### src/rtl/cpm_gen2.sv
// Configurable packet modifier: transforms payloads per programmed mode and queues them
// in an in-order FIFO with per-entry latency countdown, controlled over a register bus.
module cpm_gen2 #(
    parameter int DATA_W  = 16,
    parameter int ID_W    = 4,
    parameter int DEPTH   = 4,
    parameter int LAT     = 1,
    parameter int ROT_AMT = 4
) (
    input  logic              clk,
    input  logic              rst,
    input  logic              in_valid,
    output logic              in_ready,
    input  logic [ID_W-1:0]   in_id,
    input  logic [3:0]        in_opcode,
    input  logic [DATA_W-1:0] in_payload,
    output logic              out_valid,
    input  logic              out_ready,
    output logic [ID_W-1:0]   out_id,
    output logic [3:0]        out_opcode,
    output logic [DATA_W-1:0] out_payload,
    input  logic              req,
    output logic              gnt,
    input  logic              write_en,
    input  logic [7:0]        addr,
    input  logic [31:0]       wdata,
    output logic [31:0]       rdata
);
    localparam int AW  = $clog2(DEPTH);
    localparam int ROT = ROT_AMT % DATA_W;

    logic              enable;
    logic [1:0]        mode;
    logic [DATA_W-1:0] mask;
    logic [DATA_W-1:0] addc;
    logic              drop_en;
    logic [15:0]       bitmap;
    logic [31:0]       count_in;
    logic [31:0]       count_out;
    logic [31:0]       dropped;

    logic [ID_W-1:0]   id_mem  [DEPTH];
    logic [3:0]        op_mem  [DEPTH];
    logic [DATA_W-1:0] pay_mem [DEPTH];
    logic [2:0]        cd_mem  [DEPTH];
    logic [AW-1:0]     rd_ptr;
    logic [AW-1:0]     wr_ptr;
    logic [AW:0]       level;

    logic full, empty, in_fire, out_fire, wr_sel, soft_rst, drop_hit, push, pop;
    logic [DATA_W-1:0] xformed;
    logic [DATA_W-1:0] rotated;
    logic [2:0]        cd_new;

    assign full     = (level == (AW+1)'(DEPTH));
    assign empty    = (level == '0);
    assign in_ready = enable && !full;
    assign out_valid = enable && !empty && (cd_mem[rd_ptr] == 3'd0);
    assign in_fire  = in_valid && in_ready;
    assign out_fire = out_valid && out_ready;
    assign gnt      = req;
    assign wr_sel   = req && write_en;
    assign soft_rst = wr_sel && (addr == 8'h00) && wdata[1];
    assign drop_hit = drop_en && bitmap[in_opcode];
    // A soft reset swallows any handshake in the same cycle.
    assign push     = in_fire && !drop_hit && !soft_rst;
    assign pop      = out_fire && !soft_rst;

    always_comb begin
        rotated = '0;
        for (int i = 0; i < DATA_W; i++) begin
            rotated[(i + ROT) % DATA_W] = in_payload[i];
        end
    end

    // Transform is applied at acceptance, so later config writes cannot touch queued entries.
    always_comb begin
        xformed = in_payload;
        cd_new  = 3'(LAT);
        case (mode)
            2'd0: cd_new  = 3'd0;
            2'd1: xformed = in_payload ^ mask;
            2'd2: xformed = in_payload + addc;
            default: xformed = rotated;
        endcase
    end

    always_ff @(posedge clk) begin
        if (rst) begin
            enable  <= 1'b0;
            mode    <= '0;
            mask    <= '0;
            addc    <= '0;
            drop_en <= 1'b0;
            bitmap  <= '0;
        end else if (wr_sel) begin
            case (addr)
                8'h00: enable <= wdata[0];
                8'h04: mode   <= wdata[1:0];
                8'h08: mask   <= wdata[DATA_W-1:0];
                8'h0C: addc   <= wdata[DATA_W-1:0];
                8'h10: begin
                    drop_en <= wdata[0];
                    bitmap  <= wdata[31:16];
                end
                default: ;
            endcase
        end
    end

    always_ff @(posedge clk) begin
        if (rst || soft_rst) begin
            rd_ptr    <= '0;
            wr_ptr    <= '0;
            level     <= '0;
            count_in  <= '0;
            count_out <= '0;
            dropped   <= '0;
        end else begin
            if (push) begin
                wr_ptr   <= wr_ptr + 1'b1;
                count_in <= count_in + 32'd1;
            end
            if (pop) begin
                rd_ptr    <= rd_ptr + 1'b1;
                count_out <= count_out + 32'd1;
            end
            if (in_fire && drop_hit) dropped <= dropped + 32'd1;
            if (push && !pop)      level <= level + 1'b1;
            else if (pop && !push) level <= level - 1'b1;
        end
    end

    // NOTE: storage is not reset; only entries between the pointers are ever observed.
    always_ff @(posedge clk) begin
        if (enable) begin
            for (int i = 0; i < DEPTH; i++) begin
                if (cd_mem[i] != 3'd0) cd_mem[i] <= cd_mem[i] - 3'd1;
            end
        end
        if (push) begin
            id_mem[wr_ptr]  <= in_id;
            op_mem[wr_ptr]  <= in_opcode;
            pay_mem[wr_ptr] <= xformed;
            cd_mem[wr_ptr]  <= cd_new;
        end
    end

    assign out_id      = out_valid ? id_mem[rd_ptr]  : '0;
    assign out_opcode  = out_valid ? op_mem[rd_ptr]  : '0;
    assign out_payload = out_valid ? pay_mem[rd_ptr] : '0;

    always_comb begin
        rdata = '0;
        case (addr)
            8'h00: rdata[0] = enable;
            8'h04: rdata[1:0] = mode;
            8'h08: rdata = 32'(mask);
            8'h0C: rdata = 32'(addc);
            8'h10: rdata = {bitmap, 15'd0, drop_en};
            8'h14: begin
                rdata[0]    = !empty;
                rdata[1]    = full;
                rdata[2]    = empty;
                rdata[15:8] = 8'(level);
            end
            8'h18: rdata = count_in;
            8'h1C: rdata = count_out;
            8'h20: rdata = dropped;
            default: ;
        endcase
    end
endmodule

### config.mk
export PLATFORM = sky130hd
export DESIGN_NAME = cpm_gen2
export DESIGN_NICKNAME = d
export VERILOG_FILES = /design/src/rtl/cpm_gen2.sv
export SDC_FILE = /design/constraint.sdc
export NUM_CORES = 1
export LEC_CHECK = 0
export CORE_MARGIN = 4
export CORE_UTILIZATION = 50
export CTS_BUF_LIST = sky130_fd_sc_hd__clkbuf_16
export CTS_CLUSTER_SIZE = 40
export DETAILED_ROUTE_END_ITERATION = 8
export GPL_ROUTABILITY_DRIVEN = 0
export PLACE_DENSITY_LB_ADDON = 0.15
export SYNTH_ARGS = -nofsm -noshare
export SYNTH_HDL_FRONTEND = slang
export SYNTH_SLANG_ARGS = --single-unit
export TNS_END_PERCENT = 5
### constraint.sdc
create_clock -name clk -period 4.55 [get_ports clk]
set_input_delay 0.91 -clock clk [delete_from_list [all_inputs] [get_ports clk]]
set_output_delay 0.91 -clock clk [all_outputs]
set_load 0.01 [all_outputs]
==> flow_summary.json <==
{
  "io_buffers": 128,
  "finalClockSkew_ns": 0.0224,
  "slew_headroom_pct": 22.5,
  "crit_chain": "clkdlybuf4s50_1 > nor3_1 > nand2_1 > nor3_1 > buf_4 > a22oi_1 > nand2_1 > clkdlybuf4s50_1",
  "pwr-share-seq_pct": 50.7,
  "worstMarginPinSlew_ns": 1.15,
  "cpMaxStageDelayCell": "clkdlybuf4s50_1",
  "cts_num_sinks": 265,
  "ys_seq_elements": 265,
  "setup.worst_path.end_class": "output port",
  "grt_max_degree": 54,
  "ir_worst_vdd_mv": 0.244,
  "finalNetCount": 1553,
  "cts_hold_buf": 0,
  "vias": 10397,
  "avgSynthCellArea_um2": 9.90,
  "fin_crit_sh_pct": 93.5,
  "syn_inst": 1329,
  "synth_edf_count": 100,
  "p_switching_mw": 1.02,
  "p_clk_share_pct": 45.5,
  "fin_cells": 1807,
  "swShare_pct": 21.1,
  "antenna_found_initial": 0,
  "ys_types": 61,
  "grt_first_pass_wirelength_um": 52900,
  "syn_nets": 1432,
  "p_int_mw": 3.83,
  "avgViaCountPerCell": 5.75,
  "p_per_area_nw_per_um2": 308,
  "cts_resized": 0,
  "ctsHtreeMaxLevel": 1,
  "diodes": 0,
  "post_cts_buffers": 0,
  "path_buf_inv": 3,
  "yosysTopAreaCellShare_pct": 25.1,
  "drt-total-wl_um": 33900,
  "path_class": "input port to output port",
  "setup_total_negative_slack_ns": 0,
  "place_hpwl_um": 24700,
  "grt_pass1_vias": 9902,
  "yosysSeqAreaShare_pct": 47.9,
  "num_rows": 59,
  "r2r_slack_ns": 1.37,
  "clkTransAtPathRegs_ns": 0.06,
  "start_kind": "input port",
  "setup_violations": 0,
  "drive_gt1_share_pct": 7.95,
  "die-area_um2": 29000,
  "fmax_ghz": 0.235,
  "start_util_pct": 50.6,
  "insertion_delay_ns": 0.55,
  "multi_input_area_um2": 6450,
  "core-area_um2": 26000,
  "fin_crit_ns": 4.25,
  "dr.pass1.iters": 5,
  "drc": 0,
  "rr_worst_depth": 6,
  "holdCritStartpoint": "bitmap[14]",
  "cts_buffers": 28,
  "drv_slew": 0,
  "combPwrFrac_pct": 3.8,
  "required_ns": 3.64,
  "yosysTopAreaCell": "dfxtp_1",
  "crit_fanout": 16,
  "leakage_nw": 5.59,
  "worstReg2RegEnd": "count_out[27]",
  "rsz0062_at_grt": "no",
  "outcome": "completed",
  "cpPeakStageDelay_ns": 0.54,
  "dpl.cell_count": 1755,
  "ios": 129,
  "cts_tree": "yes",
  "routedWlPerCell_um": 18.8,
  "seq_area_um2": 6310,
  "grt_overflow": 0,
  "synth_warnings": 0,
  "area_growth_syn_to_layout_pct": 19.9,
  "hold_end": "bitmap[14]",
  "die_h_um": 170,
  "initialDrtViolationCount": 749,
  "yosys-top-cells-area": "dfxtp_1, edfxtp_1, mux4_2, nand2_1, nor2_1",
  "async_flop_share_pct": 0,
  "fillerInstances": 2227,
  "holdWs_ns": 0.484,
  "grt_use_total_pct": 22.8,
  "hold_path_class": "register to register",
  "hold_depth": 2,
  "drtAntennaViolNets": 0,
  "timing.critical_path.max_delay_family": "buffers and inverters",
  "die_w_um": 170,
  "final_hold_viol_count": 0,
  "clk_path_buf_depth": 3,
  "critPathArrivalTime_ns": 3.34,
  "root_buffer": "clkbuf_16",
  "maxCapViolCount": 0,
  "synthFlopType": "dfxtp_1",
  "syn_area_um2": 13200
}
-- stage by stage --
step                utilization (%)  total power, mW  setup slack [ns]  area, µm²
global placement               57.3             2.69             0.151      14900
floorplan                         -             2.59             0.630      13200
detailed placement             57.3             2.70             0.100      14900
CTS                            60.7             4.89             0.337      15800
finish                         60.7             4.85             0.295      15800
global route                   60.7             5.01             0.118      15800
-- layout make-up --
cell class              instances  share of cell area, %
repair buffers                163                   9.99
multi-input cells             955                   40.9
clock buffers                  28                   4.44
flip-flops and latches        265                   40.0
well taps                     335                   2.66
clock inverters                24                   1.21
inverters                      37                  0.880
-- registers in the layout (all words and copies together), names as in the netlist, 2 cells and up, named ones only --
| name | flops |
|---|---|
| op_mem | 16 |
| rd_ptr | 2 |
| count_out | 32 |
| level | 3 |
| addc | 16 |
| dropped | 32 |
| mask | 16 |
| id_mem | 16 |
| pay_mem | 64 |
| mode | 2 |
| wr_ptr | 2 |
| cd_mem | 12 |
| bitmap | 16 |
| count_in | 32 |
-- logic make-up after synthesis --
group                      Yosys count  synth area share (%)
xor gates and xnor gates            88                  5.86
AOI/OAI and AO/OA                  247                  12.1
and+or+nand+nor                    508                  18.3
DFF                                265                  47.9
adders and majority gates           33                  3.25
muxes                               79                  9.50
buffers and inverters              109                  3.15
-- metal layers --
metal / vias up / track usage, % / part of all wire, %
met5: - / 0 / 0
met1: 4979 / 32.2 / 45
met2: 310 / 37.0 / 46
met3: 64 / 3.11 / 5.7
li1: 5044 / - / -
met4: 0 / 6.18 / 2.6
-- worst max-delay path by stage --
stage | startpoint | end | depth (start not counted)
after global routing | addr[5] | rdata[19] | 8
after global placement | in_opcode[0] | level[2] | 13
final | addr[5] | rdata[19] | 8
after detailed placement | in_opcode[0] | level[2] | 13
after floorplan | in_opcode[0] | level[2] | 13
after CTS | addr[5] | rdata[19] | 8
-- power by group through the flow --
stage                     Clock [mW]  Combinational [mW]  Sequential [mW]
after detailed placement           0               0.184             2.51
after global routing            2.35               0.199             2.46
after global placement             0               0.182             2.51
final                           2.21               0.187             2.46
after CTS                       2.24               0.185             2.46
after floorplan                    0              0.0748             2.51
-- synthesized netlist by cell type (3+ instances only) --
master     count
a211oi_1      15
a21o_1         5
a21oi_1       82
a221o_1       13
a222oi_1       3
a22o_1         6
a22oi_1       35
a31oi_1        3
and2_1         5
and3_1        14
and4_1         9
buf_1         11
clkbuf_1      59
dfxtp_1      165
edfxtp_1     100
ha_1          31
inv_1         37
mux2i_1       42
mux4_2        34
nand2_1      150
nand2b_1      15
nand3_1       46
nand4_1       24
nor2_1       143
nor2b_1       33
nor3_1        26
nor4_1         4
o2111ai_1      3
o21ai_0       55
o31a_1         8
o31ai_1        4
or3_1         27
xnor2_1       46
xor2_1        42
-- tightest hold or removal path, delay by kind of cell (launching register included) --
kind	cells	cell delay [ns]
flip-flops	1	0.32
AND/OR/NAND/NOR	1	0.06
AO/OA/AOI/OAI	1	0.06
-- layout by cell type (no fill, tap or decap), drive strengths merged, types with 3 or more instances in the layout --
cell type / instances
dfxtp: 165
nand2: 150
nor2: 143
clkdlybuf4s50: 127
edfxtp: 100
a21oi: 82
o21ai: 55
nand3: 46
xnor2: 46
inv: 46
mux2i: 42
xor2: 42
mux4: 36
buf: 36
a22oi: 35
nor2b: 33
ha: 31
clkbuf: 28
or3: 27
nor3: 27
nand4: 24
a211oi: 15
nand2b: 15
and3: 14
a221o: 13
clkinv: 11
and4: 9
o31a: 8
a22o: 6
and2: 6
a21o: 5
nor4: 4
o31ai: 4
a222oi: 3
o2111ai: 3
a31oi: 3
bufinv: 3
Power figures use the tool's default switching activity.
